## src/rtl/calc_pkg.sv

```systemverilog
// Shared types and constants for the calculator result path.
package calc_pkg;
  typedef enum logic [1:0] {IDLE, SHIFT, ERR} state_t;

  localparam int DIGITS    = 3;
  localparam int IN_WIDTH  = 8;
  localparam int ITER      = 8;
  localparam int SCRATCH_W = 4 * DIGITS + IN_WIDTH;
  localparam int CNT_W     = $clog2(ITER);

  localparam logic [3:0] ERR_CODE_DEF   = 4'hE;
  localparam logic [3:0] BLANK_CODE_DEF = 4'hF;
endpackage

```

## src/rtl/bcd_add3.sv

```systemverilog
// Double-dabble correction cell: add 3 to a BCD field that is 5 or more.
module bcd_add3 (
  input  logic [3:0] digit,
  output logic [3:0] adjusted
);
  always_comb begin
    adjusted = digit;
    if (digit >= 4'd5) adjusted = digit + 4'd3;
  end
endmodule

```

## src/rtl/result_bcd_converter.sv

```systemverilog
// Iterative 8-bit binary to 3-digit BCD converter with error display
// and optional leading-zero blanking.
module result_bcd_converter
  import calc_pkg::*;
#(
  parameter logic [3:0] ERR_CODE   = ERR_CODE_DEF,
  parameter logic [3:0] BLANK_CODE = BLANK_CODE_DEF,
  parameter logic       BLANK_LZ   = 1'b1
) (
  input  logic                clk,
  input  logic                rst_n,
  input  logic                start,
  input  logic [IN_WIDTH-1:0] value,
  input  logic                error_in,
  output logic                ready,
  output logic                done,
  output logic [3:0]          bcd_hundreds,
  output logic [3:0]          bcd_tens,
  output logic [3:0]          bcd_ones,
  output logic                err_out
);
  state_t                 state, state_next;
  logic [SCRATCH_W-1:0]   scratch, scratch_next, adj, conv;
  logic [CNT_W-1:0]       cnt, cnt_next;
  logic                   load_digits, load_err;
  logic                   h_blank, t_blank;
  logic [3:0]             h_out, t_out;

  bcd_add3 u_add_h (.digit(scratch[19:16]), .adjusted(adj[19:16]));
  bcd_add3 u_add_t (.digit(scratch[15:12]), .adjusted(adj[15:12]));
  bcd_add3 u_add_o (.digit(scratch[11:8]),  .adjusted(adj[11:8]));
  assign adj[IN_WIDTH-1:0] = scratch[IN_WIDTH-1:0];
  assign conv = adj << 1;

  assign ready = (state == IDLE);

  // Blanking is evaluated on the final shifted value, so it applies at load time only.
  always_comb begin
    h_blank = BLANK_LZ && (conv[19:16] == 4'd0);
    t_blank = h_blank && (conv[15:12] == 4'd0);
    h_out   = h_blank ? BLANK_CODE : conv[19:16];
    t_out   = t_blank ? BLANK_CODE : conv[15:12];
  end

  always_comb begin
    state_next   = state;
    scratch_next = scratch;
    cnt_next     = cnt;
    load_digits  = 1'b0;
    load_err     = 1'b0;
    case (state)
      IDLE: begin
        if (start) begin
          if (error_in) begin
            state_next = ERR;
          end else begin
            scratch_next = {{(4 * DIGITS){1'b0}}, value};
            cnt_next     = '0;
            state_next   = SHIFT;
          end
        end
      end
      SHIFT: begin
        scratch_next = conv;
        cnt_next     = cnt + 1'b1;
        if (cnt == CNT_W'(ITER - 1)) begin
          load_digits = 1'b1;
          state_next  = IDLE;
        end
      end
      ERR: begin
        load_err   = 1'b1;
        state_next = IDLE;
      end
      default: state_next = IDLE;
    endcase
  end

  always_ff @(posedge clk or negedge rst_n) begin
    if (!rst_n) begin
      state <= IDLE;
    end else begin
      state <= state_next;
    end
  end

  always_ff @(posedge clk or negedge rst_n) begin
    if (!rst_n) begin
      scratch      <= '0;
      cnt          <= '0;
      done         <= 1'b0;
      err_out      <= 1'b0;
      bcd_hundreds <= '0;
      bcd_tens     <= '0;
      bcd_ones     <= '0;
    end else begin
      scratch <= scratch_next;
      cnt     <= cnt_next;
      done    <= load_digits | load_err;
      if (load_digits) begin
        bcd_hundreds <= h_out;
        bcd_tens     <= t_out;
        bcd_ones     <= conv[11:8];
        err_out      <= 1'b0;
      end else if (load_err) begin
        bcd_hundreds <= ERR_CODE;
        bcd_tens     <= ERR_CODE;
        bcd_ones     <= ERR_CODE;
        err_out      <= 1'b1;
      end
    end
  end
endmodule
```

## config.mk

```make
export PLATFORM = sky130hd
export DESIGN_NAME = result_bcd_converter
export DESIGN_NICKNAME = d
export VERILOG_FILES = /design/src/rtl/calc_pkg.sv /design/src/rtl/bcd_add3.sv /design/src/rtl/result_bcd_converter.sv
export SDC_FILE = /design/constraint.sdc
export NUM_CORES = 1
export LEC_CHECK = 0
export BUFFER_PORTS_ARGS = -buffer_cell sky130_fd_sc_hd__buf_4
export CORE_UTILIZATION = 35
export CTS_CLUSTER_SIZE = 14
export DETAILED_ROUTE_END_ITERATION = 10
export SLEW_MARGIN = 25
export SYNTH_ARGS = -nofsm -noshare
export SYNTH_HDL_FRONTEND = slang
export SYNTH_SLANG_ARGS = --single-unit
```

## constraint.sdc

```tcl
create_clock -name clk -period 2.4 [get_ports clk]
set_input_delay 0 -clock clk [delete_from_list [all_inputs] [get_ports clk]]
set_output_delay 0 -clock clk [all_outputs]
set_load 0.01 [all_outputs]
```

After elaboration in Yosys (flattened, before gate mapping)
Index checks and enable logic that the tools add are counted.
Widths: inputs -> output; s select.
{"block": "classes", "n_reduce_logical": 8, "n_mux": 24, "n_div": 0, "eq_ne": 6, "n_mul": 0, "bitwise": 1, "n_addsub": 4, "shifts": 0, "order_cmp": 3}
{"operator": "$mux 20", "count": 2}
{"operator": "$pmux 20 s2", "count": 1}
{"operator": "$mux 4", "count": 8}
{"operator": "$ge 4x3->1 const B", "count": 3}
{"operator": "$mux 3", "count": 3}
{"operator": "$add 4x2->4 const B", "count": 2}
{"operator": "$logic_not 4->1", "count": 2}
{"operator": "$mux 2", "count": 3}
{"operator": "$ne 2x2->1 const B", "count": 3}
{"operator": "$pmux 3 s2", "count": 1}
{"operator": "$mux 1", "count": 5}
{"operator": "$pmux 2 s2", "count": 1}
{"operator": "$reduce_bool 2->1", "count": 2}
{"operator": "$add 3x1->3 const B", "count": 1}
{"operator": "$add 3x2->3 const B", "count": 1}
{"operator": "$eq 3x3->1 const B", "count": 1}
{"operator": "$reduce_and 3->1", "count": 1}
{"operator": "$eq 2x1->1 const B", "count": 1}
{"operator": "$eq 2x2->1 const B", "count": 1}
{"operator": "$logic_not 2->1", "count": 1}
{"operator": "$reduce_and 2->1", "count": 1}
{"operator": "$logic_and 1x1->1", "count": 1}
{"operator": "$or 1x1->1", "count": 1}
{"block": "word_totals", "ramBits": 0, "memories": 0, "latchBits": 0, "word_cells": 54, "rom_bits": 0, "output_inout_bits": 15, "input_bits": 12, "ff_bits": 39}

Logic depth before layout (Yosys ltp)
Gate-level depths: netlist (run 1).
{"block": "logic_depth", "depth_word": 6, "mapped_depth": 9, "mapped_depth_nobuf": 8}

Modules after synthesis
A second synthesis (run 1) with hierarchy kept.
{"block": "hier_totals", "hier_cells": 169, "hier_area_um2": 1943.1}
{"module": "result_bcd_converter", "cells_each": 121, "n_inst": 1, "area_per_inst_um2": 1639.1, "seq_area_each_um2": 975.9}
{"module": "bcd_add3", "cells_each": 16, "n_inst": 3, "area_per_inst_um2": 101.3, "seq_area_each_um2": 0.0}

Worst setup path after synthesis (run 1)
No wires, ideal clock.
{"block": "synth_timing", "path_kind": "register to register", "from": "register scratch[12]", "to": "register bcd_tens[1]", "arrival_time_ps": 1652, "path_slack_ps": 671, "path_stages_with_launch": 7, "setup_ps": 77, "path_buffers": 0, "required_ps": 2323, "synth_period_minus_slack_ps": 1729, "cell_sequence": "dfrtp_1 ha_1 nand2b_1 a21oi_1 mux2i_1 o2111ai_1 o21ai_1"}
{"block": "synth_between", "elab_chain_len": 6, "elab_cells_between_ends": 8, "cone_classes": "1 x add/sub; 1 x order compare; 3 x mux; 3 x reduce/logical"}
{"item": "from (decl)", "line_no": "result_bcd_converter.sv:23", "text": "logic [SCRATCH_W-1:0] scratch, scratch_next, adj, conv;"}
{"item": "from (signal assigned)", "line_no": "result_bcd_converter.sv:97", "text": "scratch <= scratch_next;"}
{"item": "$add 4x2->4 or $ge 4x3->1 (tied branches)", "line_no": "bcd_add3.sv:8", "text": "if (digit >= 4'd5) adjusted = digit + 4'd3;"}
{"item": "$mux 4 (*)", "line_no": "bcd_add3.sv:8"}
{"item": "$logic_not 4->1, on equally long branches", "line_no": "result_bcd_converter.sv:39, result_bcd_converter.sv:40"}
{"item": "$logic_and 1x1->1", "line_no": "result_bcd_converter.sv:40", "text": "t_blank = h_blank && (conv[15:12] == 4'd0);"}
{"item": "$mux 4 (*)", "line_no": "result_bcd_converter.sv:42", "text": "t_out = t_blank ? BLANK_CODE : conv[15:12];"}
{"item": "$mux 4 (*)", "line_no": "result_bcd_converter.sv:100", "text": "if (load_digits) begin"}
{"item": "to (signal assigned)", "line_no": "result_bcd_converter.sv:102", "text": "bcd_tens <= t_out;"}
{"item": "to (decl)", "line_no": "result_bcd_converter.sv:18", "text": "output logic [3:0] bcd_tens,"}
Every way passes the cells marked *; elsewhere a longest branch is shown, timed or not.
A chain may end at the register's enable or synchronous reset.

Worst setup path in the final report (run 1)
Ends and elaborated chain as after synthesis.

==> out/metrics.yaml, run 1 <==
pwr:
  power_report.internal_total_w: 0.001879
  clkPwrFrac: 0.182
  max-vdd-ir-drop_mv: 0.4281
  total_power_divided_by_cell_area_mw_per_mm2: 1301
  power.static_leakage_nw: 1.074
  power.switching_fraction: 0.3975
  power_frac_comb: 0.453
  switching_power_w: 0.001239
  sequentialPowerShare: 0.365
global_routing:
  antenna_found_initial: 0
  vias_in_the_first_global_route: 1459
  grt_first_pass_wirelength_um: 7217
  grt_start_max_net_pins: 40
  global_route_usage_over_all_layers: 0.1579
  grt_remaining_overflow: 0
worst_setup_path:
  crit_slowest_cell: "dfrtp_1"
  critPathCaptureType: "flop"
  cp_num_buf_inv: 1
  path_depth: 7
  timing.critical_path.required_ns: 2.62
  worst-endpoint-arrival_ns: 2.13
  worst_setup_path_start_kind: "flop"
  crit_chain: "inv_1, ha_1, nand2b_1, a21oi_1, mux2i_1, o2111ai_1, o21ai_1"
  critical_path_class: "reg2reg"
  timing.reg2reg.worst_path_depth: 7
  reg2reg_to: "bcd_tens[1]$_DFFE_PN0P_"
  r2r_start: "scratch[12]$_DFFE_PN0P_"
  critical_path_peak_fanout: 6
  timing.reg2reg.setup_slack_ns: 0.49
  critical_path.max_stage_delay_ns: 0.45
  cp_top_family: "compound AO/OA/AOI/OAI gates"
routing:
  dr_total_vias: 1462
  drt-pass1-iter-count: 4
  wl_um: 3949
  drcViolationCount: 0
  detail_route.vias_per_cell: 4.906
  initialDrtViolationCount: 71
  antenna_left: 0
  detail_route.wl_per_cell_um: 13.25
yosys:
  synth_async_sr_flop_share: 1.000
  post_synth_num_cell_types: 37
  synth.yosys.seq_area_share: 0.5000
  synth_enable_flop_cells: 0
  netlist_area_mm2: 0.001952
  synth_seq_cells: 39
  syn-num-nets: 212
  synth_cells: 192
  postSynth.topFlopCell: "dfrtp_1"
  synth_area_per_cell_um2: 10.17
  yosysWarnings: 0
outcome:
  run_status: "completed"
clock_network:
  clk_pin_slew_ns: 0.08
  ctsLongestPathBuffers: 2
  clock_insertion_delay_worst_skew_ns: 0.29
  tritoncts: "yes"
  post_cts.repair.setup_buffers: 0
  buffer_cell_driving_the_clock_tree_root: "clkbuf_8"
  htree_levels: 2
  cts_buffers: 5
  clock_sink_count: 39
hold_path:
  min-delay-path-class: "in2reg"
  holdPathEnd: "scratch[2]$_DFFE_PN0P_"
  timing.hold.worst.start: "value[2]"
  hold-path-cell-count: 3
placed_design:
  placedCellCount: 282
  post-place-ws_ns: 0.5104
  hpwlAfterDp_um: 2698
  gp_routability_congestion: 0.8086
  numPortBuffers: 26
final_layout:
  layout-drive-gt1-share: 0.2061
  multi_input_combinational_cell_area_um2: 888.4
  nFillCells: 509
  fin_cells: 298
  final_core_utilization: 0.4575
  num_antenna_cells: 0
  mostFrequentLayoutCells: "39 x dfrtp_1, 28 x buf_4, 25 x nand2_1, 18 x o21ai_0, 12 x nor2_1"
  ff_latch_area_um2: 975.9
  nNetsFinal: 247
  area_grow_syn2layout_pct: 22.76
  final_common_cell: "dfrtp_1"
timing:
  hold_viol: 0
  report.final.setup_viol: 0
  post-route-min-period_ns: 1.906
  worst_hold_slack_ns: 0.01138
  final-max-slew-violation-count: 0
  finalCritPeriodShare: 0.7943
  rsz0062_at_grt: "false"
  tns_ns: 0
  post-route-worst-setup-slack_ns: 0.4936
  worst-slew-pin-transition_ns: 0.8506
  finClkSkew_ns: 0.004667
  fmax_ghz: 0.5245
  worst_slew_margin_rel: 0.4329
floorplanning:
  num_io_pins: 27
  core_box_area_mm2: 0.005238
  initial_utilization: 0.3727
  dieHeight_um: 76.68
  dieWidth_um: 76.68
  die_area_mm2: 0.005879
  core.rowCount: 26
flow_run:
  drv.max_cap_violation_count: 0
-- metal layers --
metal,up-vias,part of all wire,GRT usage
li1,748,-,-
met1,684,0.53,0.2222
met2,26,0.42,0.2411
met3,4,0.033,0.03214
met4,0,0.013,0.05192
met5,-,0,0
-- tightest hold or removal path, delay by kind of cell --
family / cells / cell delay [ns]
buf+inv: 1 / 0.07
mux: 1 / 0.05
compound gates: 1 / 0.14
-- synthesized netlist by cell type (2+ instances only) --
master | n | area [um^2]
ha_1 | 8 | 100.1
buf_2 | 2 | 10.01
buf_6 | 3 | 33.78
nor2_1 | 12 | 45.04
nor2b_1 | 2 | 12.51
inv_1 | 7 | 26.28
nand2_1 | 25 | 93.84
o2111ai_1 | 2 | 17.52
o21ai_1 | 11 | 55.05
a21oi_1 | 11 | 55.05
clkbuf_1 | 3 | 11.26
nor3b_1 | 4 | 30.03
mux2i_1 | 8 | 80.08
nand2b_1 | 3 | 18.77
a31oi_1 | 4 | 25.02
xnor2_1 | 3 | 26.28
a2bb2oi_1 | 2 | 17.52
a22o_1 | 6 | 52.55
o21ai_0 | 18 | 90.09
o211ai_2 | 2 | 25.02
nor3_1 | 2 | 10.01
dfrtp_1 | 39 | 975.9
-- state kept, by name, summed over array words and instances, names as in the netlist --
name	cells
bcd_tens	4
cnt	3
err_out	1
bcd_hundreds	4
state	2
done	1
bcd_ones	4
scratch	20
-- stage by stage --
step           area, um^2  total power (W)
2_1_floorplan        1952         0.002151
3_3_place_gp         2198         0.002539
3_5_place_dp         2198         0.002565
4_1_cts              2396         0.003158
5_1_grt              2396         0.003428
6_report             2396         0.003118
-- logic make-up (layout without fill, tap and decap cells) --
logic type,count (synthesis),after routing,share of synthesized area
fa+ha+maj,8,8,0.05128
compound gates,61,61,0.1968
mux,9,9,0.04680
flops,39,39,0.5000
xor+xnor,3,3,0.01346
simple gates,55,55,0.1449
buf+inv,17,53,0.04680
-- how the worst max path moves through the flow --
stage / slack, ns / endpoint / startpoint
2_1_floorplan: 0.67 / bcd_tens[1]$_DFFE_PN0P_ / scratch[12]$_DFFE_PN0P_
3_3_place_gp: 0.53 / bcd_tens[2]$_DFFE_PN0P_ / scratch[12]$_DFFE_PN0P_
3_5_place_dp: 0.51 / bcd_tens[1]$_DFFE_PN0P_ / scratch[12]$_DFFE_PN0P_
4_1_cts: 0.49 / bcd_tens[1]$_DFFE_PN0P_ / scratch[12]$_DFFE_PN0P_
5_1_grt: 0.31 / bcd_tens[1]$_DFFE_PN0P_ / scratch[12]$_DFFE_PN0P_
6_report: 0.49 / bcd_tens[1]$_DFFE_PN0P_ / scratch[12]$_DFFE_PN0P_
-- repair_timing --
| item | in CTS | in global routing |
|---|---|---|
| endpoints found under the hold margin | 45 | 0 |
| gates resized for setup | 0 | 0 |
| hold buffers | 8 | 0 |
| endpoints found under the setup margin | 0 | 0 |
-- layout make-up --
type                            count  area share
Multi-Input combinational cell    136      0.3708
Timing Repair Buffer               36      0.1211
Tap cell                           70     0.03655
Clock inverter                      2     0.01462
Inverter                            9     0.01514
Sequential cell                    39      0.4073
Clock buffer                        6     0.03446
-- power by group through the flow --
stage          Clock (W)  Combinational [W]  Sequential, W
2_1_floorplan          0            0.00102        0.00113
3_5_place_dp           0            0.00141        0.00115
6_report        0.000567            0.00141        0.00114
5_1_grt         0.000623            0.00162        0.00118
4_1_cts         0.000584            0.00143        0.00114
3_3_place_gp           0            0.00139        0.00115
No activity file was read; power rests on OpenSTA's default activity.
==> run 2, diff against run 1 <==
==> constraint.sdc (replaced) <==
create_clock -name clk -period 1.6 [get_ports clk]
set_input_delay 0 -clock clk [delete_from_list [all_inputs] [get_ports clk]]
set_output_delay 0 -clock clk [all_outputs]
set_load 0.01 [all_outputs]
==> run 2 against run 1 <==
The flow now finishes with violations (negative setup slack). Clock power is 76% higher. Sequential share of layout area is 5.4 points lower. Routed wire length is 13% higher. Worst setup slack worse by 0.52 ns. Cell area is 15% higher. Die area stayed put. Sequential power is 52% higher.
==> out/metrics.yaml, run 2 (synthesized netlist as in run 1, its figures left out) <==
floorplanning:
  die_area_mm2: 0.005879  # unchanged
  dieHeight_um: 76.68  # unchanged
  dieWidth_um: 76.68  # unchanged
  num_io_pins: 27  # unchanged
  core.rowCount: 26  # unchanged
  initial_utilization: 0.3727  # unchanged
  core_box_area_mm2: 0.005238  # unchanged
outcome:
  run_status: "finished, violations left"
  failed_checks: "negative setup slack"
clock_network:
  buffer_cell_driving_the_clock_tree_root: "clkbuf_8"
  htree_levels: 2  # unchanged
  tritoncts: "yes"
  clock_insertion_delay_worst_skew_ns: 0.30  # about the same
  clk_pin_slew_ns: 0.09  # about the same
  ctsLongestPathBuffers: 2  # unchanged
  clock_sink_count: 39  # unchanged
  cts_buffers: 5  # unchanged
final_layout:
  nNetsFinal: 273  # +11%
  area_grow_syn2layout_pct: 41.73
  num_antenna_cells: 0  # unchanged
  top_register: "scratch"
  nFillCells: 466  # -8.4%
  final_common_cell: "buf_4"
  layout-drive-gt1-share: 0.3780  # +0.1718
  multi_input_combinational_cell_area_mm2: 0.001028  # +16%
  ff_latch_area_um2: 977.2  # +0.13%
  finalInstanceArea_mm2: 0.002766  # +15%
  final_core_utilization: 0.5282  # +0.07071
  largest_register_ffs: 20  # unchanged
  mostFrequentLayoutCells: "52 x buf_4, 38 x dfrtp_1, 25 x nand2_1, 16 x o21ai_0"
  fin_cells: 324  # +8.7%
global_routing:
  grt_start_max_net_pins: 40  # unchanged
  global_route_usage_over_all_layers: 0.1608  # +0.002884
  grt_remaining_overflow: 0  # unchanged
  grt_first_pass_wirelength_um: 7493  # +3.8%
  vias_in_the_first_global_route: 1561  # +7.0%
  antenna_found_initial: 0  # unchanged
timing:
  post-route-worst-setup-slack_ns: -0.02977  # -0.5233 ns
  fmax_ghz: 0.6136  # +17%
  worst-slew-pin-transition_ns: 0.5023  # -0.3483 ns
  rsz0062_at_grt: "true"
  report.final.setup_viol: 6  # +6
  hold_viol: 0  # unchanged
  finClkSkew_ns: 0.009329  # +0.004662 ns
  tns_ns: -0.1004  # -0.1004 ns
  finalCritPeriodShare: 1.019  # +0.2243
  worst_slew_margin_rel: 0.6652  # +0.2323
  worst_hold_slack_ns: 0.002335  # -0.009045 ns
  post-route-min-period_ns: 1.630  # -0.2767 ns
  final-max-slew-violation-count: 0  # unchanged
routing:
  drt-pass1-iter-count: 4  # unchanged
  detail_route.vias_per_cell: 4.889  # -0.35%
  dr_total_vias: 1584  # +8.3%
  drcViolationCount: 0  # unchanged
  antenna_left: 0  # unchanged
  detail_route.wl_per_cell_um: 13.71  # +3.5%
  initialDrtViolationCount: 62  # -13%
  wl_um: 4443  # +13%
placed_design:
  numPortBuffers: 26  # unchanged
  placement.cell_area_mm2: 0.002397  # +9.0%
  hpwlAfterDp_um: 2891  # +7.2%
  gp_routability_congestion: 0.8513  # +5.3%
  placedCellCount: 303  # +7.4%
worst_setup_path:
  critPathCaptureType: "flop"
  crit_slowest_cell: "dfrtp_2"
  crit_chain: "buf_4, buf_4, o21ai_1, nor3b_1, a21oi_1, buf_4, o211ai_4, a31oi_1"
  worst-endpoint-arrival_ns: 1.86  # -0.27 ns
  critical_path_peak_fanout: 8  # +2
  timing.critical_path.required_ns: 1.83  # -0.79 ns
  critPathMostFrequentCell: "buf_4"
  critical_path_class: "reg2reg"
  worst_setup_path_start_kind: "flop"
  critical_path.max_stage_delay_ns: 0.45  # about the same
pwr:
  max-vdd-ir-drop_mv: 0.9493  # +120%
  total_power_divided_by_cell_area_mw_per_mm2: 2080  # +60%
  power.static_leakage_nw: 1.219  # +13%
flow_run:
  drv.max_cap_violation_count: 0  # unchanged
hold_path:
  min-delay-path-class: "in2reg"
run 2: changes by cell type in the layout (fill, tap and decap cells not counted), moves of 3 or more:
| cell | change |
|---|---|
| buf_4 | +24 |
| ha_4 | +3 |
| inv_2 | +4 |
| ha_1 | -5 |
| inv_1 | -4 |
| a21oi_1 | -4 |
| a21oi_2 | +3 |
run 2: per-stage QoR:
stage	total power [W]	setup slack, ns
2_1_floorplan	0.003315	-0.01336
3_3_place_gp	0.004266	-0.02959
3_5_place_dp	0.004319	-0.08368
4_1_cts	0.005563	-0.01927
6_report	0.005755	-0.02977
5_1_grt	0.006175	-0.1758
run 2: cell type report:
cell class / instances / area share
clock buffer: 5 / 0.02488
inverter: 9 / 0.01312
clock inverter: 3 / 0.02442
tap: 70 / 0.03166
multi-input combinational: 136 / 0.3718
sequential: 39 / 0.3532
timing repair buffer: 62 / 0.1809
run 2: power by group:
group / internal, W / switching [W] / total (W)
combinational: 0.00153 / 0.00150 / 0.00303
sequential: 0.00138 / 0.000347 / 0.00173
clock: 0.000622 / 0.000373 / 0.000996
run 2: what timing repair did:
action,4_1_cts,5_1_grt
hold buffers,9,0
setup endpoints to repair,9,13
hold endpoints to repair,46,0
setup buffers,1,3
pin swaps,9,10
resized for setup,13,12
run 2: path summary, 6_finish.rpt:
path,from,to,cells past startpoint,slack [ns]
setup / recovery,scratch[12]$_DFFE_PN0P_,bcd_hundreds[3]$_DFFE_PN0P_,8,-0.03
hold / removal,value[3],scratch[3]$_DFFE_PN0P_,3,0.002
setup reg to reg,scratch[12]$_DFFE_PN0P_,bcd_hundreds[3]$_DFFE_PN0P_,8,-0.03
hold reg to reg,scratch[6]$_DFFE_PN0P_,scratch[6]$_DFFE_PN0P_,2,0.49
max in group asynchronous,rst_n,scratch[12]$_DFFE_PN0P_,2,1.03
min in group asynchronous,rst_n,scratch[19]$_DFFE_PN0P_,2,0.20
run 2: worst max-delay path, delay by kind of cell (launching register included):
kind	cells	cell delay, ns
AO/OA/AOI/OAI	4	0.60
flip-flops	1	0.45
buffers and inverters	3	0.44
AND/OR/NAND/NOR	1	0.07
run 2: metal layers:
| metal | vias up | share of wire | wire (um) | GRT usage |
|---|---|---|---|---|
| li1 | 797 | - | - | - |
| met5 | - | 0 | 0 | 0 |
| met2 | 22 | 0.47 | 2069 | 0.2473 |
| met3 | 7 | 0.027 | 119 | 0.02619 |
| met1 | 758 | 0.49 | 2192 | 0.2236 |
| met4 | 0 | 0.014 | 61 | 0.06731 |
